$ cat config.mk
export PLATFORM = sky130hd
export DESIGN_NAME = leaf_out_arbiter_flat
export DESIGN_NICKNAME = d
export VERILOG_FILES = /design/src/rtl/leaf_out_arbiter_pkg.sv /design/src/rtl/leaf_out_arbiter_if.sv /design/src/rtl/leaf_out_arbiter_rr.sv /design/src/rtl/leaf_out_arbiter.sv /design/src/flat_wrapper.sv
export SDC_FILE = /design/constraint.sdc
export NUM_CORES = 1
export LEC_CHECK = 0
export BUFFER_PORTS_ARGS = -buffer_cell sky130_fd_sc_hd__buf_2
export CELL_PAD_IN_SITES_DETAIL_PLACEMENT = 0
export CELL_PAD_IN_SITES_GLOBAL_PLACEMENT = 2
export CORE_MARGIN = 10
export CORE_UTILIZATION = 37
export CTS_BUF_LIST = sky130_fd_sc_hd__clkbuf_8
export DETAILED_ROUTE_END_ITERATION = 10
export PLACE_DENSITY_LB_ADDON = 0.1
export RECOVER_POWER = 25
export SLEW_MARGIN = 20
export SYNTH_ARGS = -nofsm -noshare
export SYNTH_HDL_FRONTEND = slang
export SYNTH_SLANG_ARGS = --single-unit
$ cat constraint.sdc
create_clock -name clk -period 8.72 [get_ports clk]
set_clock_uncertainty 0.05 [all_clocks]
set_input_delay 0.436 -clock clk [delete_from_list [all_inputs] [get_ports clk]]
set_output_delay 0.436 -clock clk [all_outputs]
set_load 0.05 [all_outputs]
$ cat src/rtl/leaf_out_arbiter_pkg.sv
// Shared widths, packet field offsets and the route-table entry for the leaf output path.
package leaf_pkg;

   localparam int unsigned DEF_PAYLOAD_BITS   = 32;
   localparam int unsigned DEF_NUM_LEAF_BITS  = 5;
   localparam int unsigned DEF_NUM_PORT_BITS  = 4;
   localparam int unsigned DEF_NUM_ADDR_BITS  = 7;
   localparam int unsigned DEF_NUM_OUT_PORTS  = 6;
   localparam int unsigned DEF_FS_UPDATE_SIZE = 64;
   localparam int unsigned DEF_PACKET_BITS    = 1 + DEF_NUM_LEAF_BITS + DEF_NUM_PORT_BITS
                                                + DEF_NUM_ADDR_BITS + DEF_PAYLOAD_BITS;

   localparam int unsigned ADDR_LSB = DEF_PAYLOAD_BITS;
   localparam int unsigned PORT_LSB = ADDR_LSB + DEF_NUM_ADDR_BITS;
   localparam int unsigned LEAF_LSB = PORT_LSB + DEF_NUM_PORT_BITS;
   localparam int unsigned VLD_BIT  = LEAF_LSB + DEF_NUM_LEAF_BITS;

   typedef struct packed {
      logic                         configured;
      logic [DEF_NUM_LEAF_BITS-1:0] leaf;
      logic [DEF_NUM_PORT_BITS-1:0] dport;
   } route_t;

endpackage

$ cat src/rtl/leaf_out_arbiter_if.sv
// User-stream and BFT-packet handshake bundle; master is the arbiter side.
interface leaf_out_arbiter_if
   import leaf_pkg::*;
#(
   parameter int unsigned NUM_OUT_PORTS = DEF_NUM_OUT_PORTS,
   parameter int unsigned PAYLOAD_BITS  = DEF_PAYLOAD_BITS,
   parameter int unsigned PACKET_BITS   = DEF_PACKET_BITS
);
   logic [NUM_OUT_PORTS*PAYLOAD_BITS-1:0] din_user;
   logic [NUM_OUT_PORTS-1:0]              vld_user;
   logic [NUM_OUT_PORTS-1:0]              ack_user;
   logic [PACKET_BITS-1:0]                pkt_out;
   logic                                  pkt_vld;
   logic                                  pkt_rdy;

   modport master (
      input  din_user, vld_user, pkt_rdy,
      output ack_user, pkt_out, pkt_vld
   );

   modport slave (
      output din_user, vld_user, pkt_rdy,
      input  ack_user, pkt_out, pkt_vld
   );
endinterface

$ cat src/rtl/leaf_out_arbiter_rr.sv
// Combinational round-robin: first request found searching upward from last_grant_i+1, wrapping.
module rr_arbiter #(
   parameter int unsigned N  = 4,
   parameter int unsigned IW = (N > 1) ? $clog2(N) : 1
) (
   input  logic [N-1:0]  req_i,
   input  logic [IW-1:0] last_grant_i,
   output logic [N-1:0]  grant_o
);
   logic          found;
   logic [IW-1:0] sel;

   always_comb begin
      grant_o = '0;
      found   = 1'b0;
      sel     = '0;
      for (int unsigned k = 1; k <= N; k++) begin
         sel = IW'((32'(last_grant_i) + k) % N);
         if (!found && req_i[sel]) begin
            grant_o[sel] = 1'b1;
            found        = 1'b1;
         end
      end
   end
endmodule

$ cat src/rtl/leaf_out_arbiter.sv
// Round-robin merge of user output streams onto the BFT packet path with per-port route and credit.
module leaf_out_arbiter
   import leaf_pkg::*;
#(
   parameter int unsigned PACKET_BITS           = DEF_PACKET_BITS,
   parameter int unsigned PAYLOAD_BITS          = DEF_PAYLOAD_BITS,
   parameter int unsigned NUM_LEAF_BITS         = DEF_NUM_LEAF_BITS,
   parameter int unsigned NUM_PORT_BITS         = DEF_NUM_PORT_BITS,
   parameter int unsigned NUM_ADDR_BITS         = DEF_NUM_ADDR_BITS,
   parameter int unsigned NUM_OUT_PORTS         = DEF_NUM_OUT_PORTS,
   parameter int unsigned FREESPACE_UPDATE_SIZE = DEF_FS_UPDATE_SIZE
) (
   input  logic                     clk,
   input  logic                     reset,
   leaf_out_arbiter_if.master       bus,
   input  logic                     cfg_wr,
   input  logic [NUM_PORT_BITS-1:0] cfg_port,
   input  logic [NUM_LEAF_BITS-1:0] cfg_leaf,
   input  logic [NUM_PORT_BITS-1:0] cfg_dport,
   input  logic                     fs_vld,
   input  logic [NUM_PORT_BITS-1:0] fs_port
);
   localparam int unsigned IDX_W  = (NUM_OUT_PORTS > 1) ? $clog2(NUM_OUT_PORTS) : 1;
   localparam int unsigned CRED_W = NUM_ADDR_BITS + 1;
   localparam logic [CRED_W-1:0] CRED_MAX = {1'b1, {NUM_ADDR_BITS{1'b0}}};
   localparam logic [CRED_W:0]   FS_INC   = (CRED_W + 1)'(FREESPACE_UPDATE_SIZE);

   route_t                   route_q  [NUM_OUT_PORTS];
   route_t                   route_d  [NUM_OUT_PORTS];
   logic [CRED_W-1:0]        credit_q [NUM_OUT_PORTS];
   logic [CRED_W-1:0]        credit_d [NUM_OUT_PORTS];
   logic [NUM_ADDR_BITS-1:0] addr_q   [NUM_OUT_PORTS];
   logic [NUM_ADDR_BITS-1:0] addr_d   [NUM_OUT_PORTS];
   logic [IDX_W-1:0]         last_q, last_d;
   logic [PACKET_BITS-1:0]   pkt_q, pkt_d;
   logic                     pkt_vld_q, pkt_vld_d;

   logic                     out_free;
   logic [NUM_OUT_PORTS-1:0] req, grant;
   logic [CRED_W:0]          sum;

   always_comb begin
      out_free = !pkt_vld_q || bus.pkt_rdy;
      req      = '0;
      for (int unsigned i = 0; i < NUM_OUT_PORTS; i++) begin
         req[i] = bus.vld_user[i] && route_q[i].configured && (credit_q[i] != '0) && out_free;
      end
   end

   rr_arbiter #(.N(NUM_OUT_PORTS), .IW(IDX_W)) u_rr (
      .req_i        (req),
      .last_grant_i (last_q),
      .grant_o      (grant)
   );

   assign bus.ack_user = grant;
   assign bus.pkt_out  = pkt_q;
   assign bus.pkt_vld  = pkt_vld_q;

   always_comb begin
      route_d   = route_q;
      credit_d  = credit_q;
      addr_d    = addr_q;
      last_d    = last_q;
      pkt_d     = pkt_q;
      pkt_vld_d = pkt_vld_q;
      sum       = '0;
      if (out_free) pkt_vld_d = 1'b0;
      for (int unsigned i = 0; i < NUM_OUT_PORTS; i++) begin
         if (grant[i]) begin
            pkt_d     = {1'b1, route_q[i].leaf, route_q[i].dport, addr_q[i],
                         bus.din_user[i*PAYLOAD_BITS +: PAYLOAD_BITS]};
            pkt_vld_d = 1'b1;
            last_d    = IDX_W'(i);
            addr_d[i] = addr_q[i] + NUM_ADDR_BITS'(1);
         end
         // Update and grant net out before saturating, so a full counter still absorbs the decrement.
         sum = {1'b0, credit_q[i]}
             + ((fs_vld && fs_port == NUM_PORT_BITS'(i + 1) && route_q[i].configured) ? FS_INC : '0)
             - (CRED_W + 1)'(grant[i]);
         credit_d[i] = (sum > {1'b0, CRED_MAX}) ? CRED_MAX : sum[CRED_W-1:0];
         // Config overrides credit/addr, but the packet built above already used the old route.
         if (cfg_wr && cfg_port == NUM_PORT_BITS'(i + 1)) begin
            route_d[i].configured = 1'b1;
            route_d[i].leaf       = cfg_leaf;
            route_d[i].dport      = cfg_dport;
            credit_d[i]           = CRED_MAX;
            addr_d[i]             = '0;
         end
      end
   end

   always_ff @(posedge clk or posedge reset) begin
      if (reset) begin
         for (int unsigned i = 0; i < NUM_OUT_PORTS; i++) begin
            route_q[i]  <= '0;
            credit_q[i] <= '0;
            addr_q[i]   <= '0;
         end
         last_q    <= '0;
         pkt_q     <= '0;
         pkt_vld_q <= 1'b0;
      end else begin
         route_q   <= route_d;
         credit_q  <= credit_d;
         addr_q    <= addr_d;
         last_q    <= last_d;
         pkt_q     <= pkt_d;
         pkt_vld_q <= pkt_vld_d;
      end
   end
endmodule

$ cat src/flat_wrapper.sv
// flat-port wrapper written by rule: the top's interface ports become plain ports
module leaf_out_arbiter_flat import leaf_pkg::*;
#(
   parameter int unsigned PACKET_BITS           = DEF_PACKET_BITS,
   parameter int unsigned PAYLOAD_BITS          = DEF_PAYLOAD_BITS,
   parameter int unsigned NUM_LEAF_BITS         = DEF_NUM_LEAF_BITS,
   parameter int unsigned NUM_PORT_BITS         = DEF_NUM_PORT_BITS,
   parameter int unsigned NUM_ADDR_BITS         = DEF_NUM_ADDR_BITS,
   parameter int unsigned NUM_OUT_PORTS         = DEF_NUM_OUT_PORTS,
   parameter int unsigned FREESPACE_UPDATE_SIZE = DEF_FS_UPDATE_SIZE
)
  (clk, reset, cfg_wr, cfg_port, cfg_leaf, cfg_dport, fs_vld, fs_port, bus_din_user, bus_vld_user, bus_pkt_rdy, bus_ack_user, bus_pkt_out, bus_pkt_vld);
  leaf_out_arbiter_if #(.NUM_OUT_PORTS(NUM_OUT_PORTS), .PAYLOAD_BITS(PAYLOAD_BITS), .PACKET_BITS(PACKET_BITS)) bus_i ();
  input  logic clk;
  input  logic reset;
  input  logic cfg_wr;
  input  logic [NUM_PORT_BITS-1:0] cfg_port;
  input  logic [NUM_LEAF_BITS-1:0] cfg_leaf;
  input  logic [NUM_PORT_BITS-1:0] cfg_dport;
  input  logic fs_vld;
  input  logic [NUM_PORT_BITS-1:0] fs_port;
  input wire logic [$bits(bus_i.din_user)-1:0] bus_din_user;
  input wire logic [$bits(bus_i.vld_user)-1:0] bus_vld_user;
  input wire logic [$bits(bus_i.pkt_rdy)-1:0] bus_pkt_rdy;
  output wire logic [$bits(bus_i.ack_user)-1:0] bus_ack_user;
  output wire logic [$bits(bus_i.pkt_out)-1:0] bus_pkt_out;
  output wire logic [$bits(bus_i.pkt_vld)-1:0] bus_pkt_vld;
  assign bus_i.din_user = bus_din_user;
  assign bus_i.vld_user = bus_vld_user;
  assign bus_i.pkt_rdy = bus_pkt_rdy;
  assign bus_ack_user = bus_i.ack_user;
  assign bus_pkt_out = bus_i.pkt_out;
  assign bus_pkt_vld = bus_i.pkt_vld;
  leaf_out_arbiter #(.PACKET_BITS(PACKET_BITS), .PAYLOAD_BITS(PAYLOAD_BITS), .NUM_LEAF_BITS(NUM_LEAF_BITS), .NUM_PORT_BITS(NUM_PORT_BITS), .NUM_ADDR_BITS(NUM_ADDR_BITS), .NUM_OUT_PORTS(NUM_OUT_PORTS), .FREESPACE_UPDATE_SIZE(FREESPACE_UPDATE_SIZE)) u_core (.clk(clk), .reset(reset), .bus(bus_i), .cfg_wr(cfg_wr), .cfg_port(cfg_port), .cfg_leaf(cfg_leaf), .cfg_dport(cfg_dport), .fs_vld(fs_vld), .fs_port(fs_port));
endmodule
==> summary.txt <==
Outcome
  • Outcome: finished with violations
  • Failing checks: capacitance limit, slew limit

Floorplan
  • Row count: 68
  • Vert. Die Dim: 208 um
  • Core footprint: 0.0346 mm2
  • Chip width: 208 um
  • Initial Util: 37.6%
  • # IOs: 276
  • Total Die Area: 0.0431 mm2

Critical path
  • CP max stage cell: or2_4
  • Crit path launch: u_core.last_q[2]$_DFFE_PP0P_
  • Critical path fanouts, max: 58
  • Worst setup SP type: flip-flop
  • CP Class: reg -> reg
  • CP Cell Sequence: inv_1 > ha_1 > nand2_1 > nand2_1 > ha_1 > nand3b_1 > and3_1 > a211oi_1 > mux2i_1 > a21oi_1 > nand2_1 > o32ai_1 > or2_4 > ha_1 > inv_1 > ha_1 > a21oi_1 > o21bai_1 > a21oi_1 > o21bai_1 > xor2_1 > o41ai_1 > nand3_1 > or2_2
  • Crit path max-delay family: simple AND/OR/NAND/NOR gates
  • Critical Path End Type: flip-flop
  • Most used cell, CP: ha_1
  • R2R Setup Slk: 2.05 ns
  • Reg-to-Reg Start: u_core.last_q[2]$_DFFE_PP0P_
  • Critical path required time: 9.11 ns
  • CP arrival: 7.06 ns
  • Worst stage delay on the critical path: 0.74 ns
  • Critical path buffers and inverters: 2

Hold path
  • Hold Crit Start: cfg_leaf[1]
  • HP Class: in -> reg

CTS
  • Post-cts resize count: 0
  • Deepest clock path buffer count: 3
  • Hold buffer count at CTS: 0
  • Clock sink total: 203
  • Clock latency on the worst-skew pair: 0.56 ns
  • CTS tree: yes
  • CTS clock-pin slew for the worst setup and hold paths: 0.06 ns
  • H-Tree Depth: 2
  • CTS root buffer: clkbuf_8
  • Setup Buffers After CTS: 0
  • Cts bufs inserted: 39

Synth
  • Synth top area share: 39.0%
  • Ranking of synthesized cells by area: dfrtp_1 39%, ha_1 7.9%, a21oi_1 5.1%, nand2_1 4.2%, mux2_2 3.5%
  • Library cells used by synthesis: 82
  • Largest area contributor in the netlist: dfrtp_1
  • Post-Syn Nets: 1703
  • Mapped Area: 0.0130 mm2
  • Asr flop ratio synth: 100%
  • Top FF cell, synth: dfrtp_1
  • Top-count cell post-synth: dfrtp_1
  • EDFF count, synth: 0
  • Commonest cells post-synth: 203 x dfrtp_1, 147 x nand2_1, 133 x a21oi_1, 120 x nor2_1, 93 x inv_1
  • Sequential area share after synthesis: 39.0%
  • #FFs+latches synth: 203
  • Syn avg cell area: 9.33 um2
  • Mapped Cells: 1395
  • Synth warn: 0

Place
  • Placed Area: 0.0147 mm2
  • Final Wtd Congestion: 0.852
  • Dpl hpwl: 30400 um
  • IO Port Bufs: 275

GRT
  • GR peak layer: met2
  • Grt met3 use: 3.63%
  • M1 GR Usage: 25.5%
  • Met2 usage: 32.6%
  • Initial antenna violation count: 0
  • Total GRT Usage: 19.6%
  • Vias in the first global route: 11.7k
  • Gr ovfl total: 0
  • First-pass GRT wire length: 68000 um
  • Largest net degree at the start of global routing: 131

Drt
  • Post-route DRC: 0
  • TritonRoute pass-1 iters: 5
  • Vias: 11.3k
  • DR vias/cell: 5.32
  • Total wire length: 43100 um
  • Wire per inst: 20.2 um
  • Post-route ant nets: 0
  • DRT iter0 DRCs: 672

Timing
  • Tcrit/Tclk final: 76.5%
  • Max-slew violations: 131
  • RSZ-0062 raised after global routing: no
  • Worst-Margin Slew: 5.95 ns
  • Setup violations, final: 0
  • Hold slack: 0.0806 ns
  • Fmax: 150 MHz
  • Max_slew headroom: -299%
  • Final Hold Viols: 0
  • Minimum clock period: 6.67 ns
  • Setup TNS: 0 ns

Final layout
  • Non-Filler Cell Area, Final: 0.0155 mm2
  • Layout Nets: 1955
  • Share of post-route cells with drive strength above 1: 25.8%
  • Util after Layout: 44.8%
  • P&R area growth vs syn: 19.2%

Run
  • Max-cap viol count: 1
-- worst reg2reg max path, cell delays in order (launching register included) --
cell and delay (ns):
dfrtp_1 0.61, inv_1 0.18, ha_1 0.38, nand2_1 0.18, nand2_1 0.07, ha_1 0.32, nand3b_1 0.24, and3_1 0.23
a211oi_1 0.44, mux2i_1 0.14, a21oi_1 0.24, nand2_1 0.08, o32ai_1 0.34, or2_4 0.74, ha_1 0.32, inv_1 0.04
ha_1 0.18, a21oi_1 0.13, o21bai_1 0.11, a21oi_1 0.16, o21bai_1 0.11, xor2_1 0.16, o41ai_1 0.48, nand3_1 0.26
or2_2 0.36
-- through the flow --
step	setup WS, ns	std cells
floorplan	2.61	1395
global placement	2.28	2061
detailed placement	2.12	2061
CTS	2.08	2131
global route	1.40	2131
finish	2.05	2132
-- cells in the final DEF, fill, tap and decap left out, drive strengths merged, types with 7 or more instances in the layout --
| cell type | count |
|---|---|
| buf | 289 |
| dfrtp | 203 |
| nand2 | 148 |
| a21oi | 136 |
| nor2 | 121 |
| inv | 106 |
| ha | 82 |
| clkbuf | 48 |
| o31ai | 48 |
| a2bb2oi | 45 |
| a221o | 43 |
| mux2 | 41 |
| xnor2 | 36 |
| xor2 | 35 |
| nand4 | 25 |
| o21bai | 24 |
| o21ai | 18 |
| nand3 | 17 |
| nor2b | 15 |
| or2 | 14 |
| and2 | 12 |
| nor3 | 12 |
| and3 | 11 |
| or3 | 9 |
| nor4 | 9 |
| nand3b | 8 |
| and4b | 8 |
| clkinv | 8 |
| mux2i | 7 |
| o41ai | 7 |
-- worst paths after layout --
kind                                                 endpoint  depth (start not counted)
setup reg to reg                u_core.credit_q[39]$_DFF_PP0_                         24
setup / recovery                u_core.credit_q[39]$_DFF_PP0_                         24
max in group asynchronous       u_core.addr_q[10]$_DFFE_PP0P_                          2
hold reg to reg            u_core.bus.pkt_out[28]$_DFFE_PP0P_                          2
min in group asynchronous      u_core.route_q[58]$_DFFE_PP0P_                          2
hold / removal                 u_core.route_q[55]$_DFFE_PP0P_                          3
-- sequential cells by signal (all words and copies together) (netlist names) --
name and count:
u_core.addr_q 42, u_core.bus.pkt_out 49, u_core.bus.pkt_vld 1, u_core.credit_q 48, u_core.last_q 3, u_core.route_q 60
-- cells by family (layout without fill, tap and decap cells) --
kind of cell	count (synthesis)	in the layout	share of synthesized area, %
AO/OA/AOI/OAI	381	381	21.1
XOR/XNOR	71	71	4.89
adder cells (fa/ha/maj)	88	88	8.81
buffers and inverters	172	453	5.72
flip-flops	203	203	39.0
multiplexers	48	48	4.12
other	0	1	0
AND/OR/NAND/NOR	432	432	16.3
-- per-layer routing --
metal	share of wire, %	wire [um]
met3	5.1	2210
met4	2.1	927
met1	45	19500
met5	0	0
met2	47	20500
-- final cells by class --
type                    instances  area (um2)
clock buffers                  48         661
well taps                     455         569
flip-flops and latches        203        5080
fillers                      3480       19100
multi-input cells            1020        7240
diodes                          1        2.50
clock inverters                22         113
repair buffers                289        1490
inverters                      94         354
Power is not shown: default switching activity piles up to over one toggle a cycle in this logic, so the estimate is an artifact.
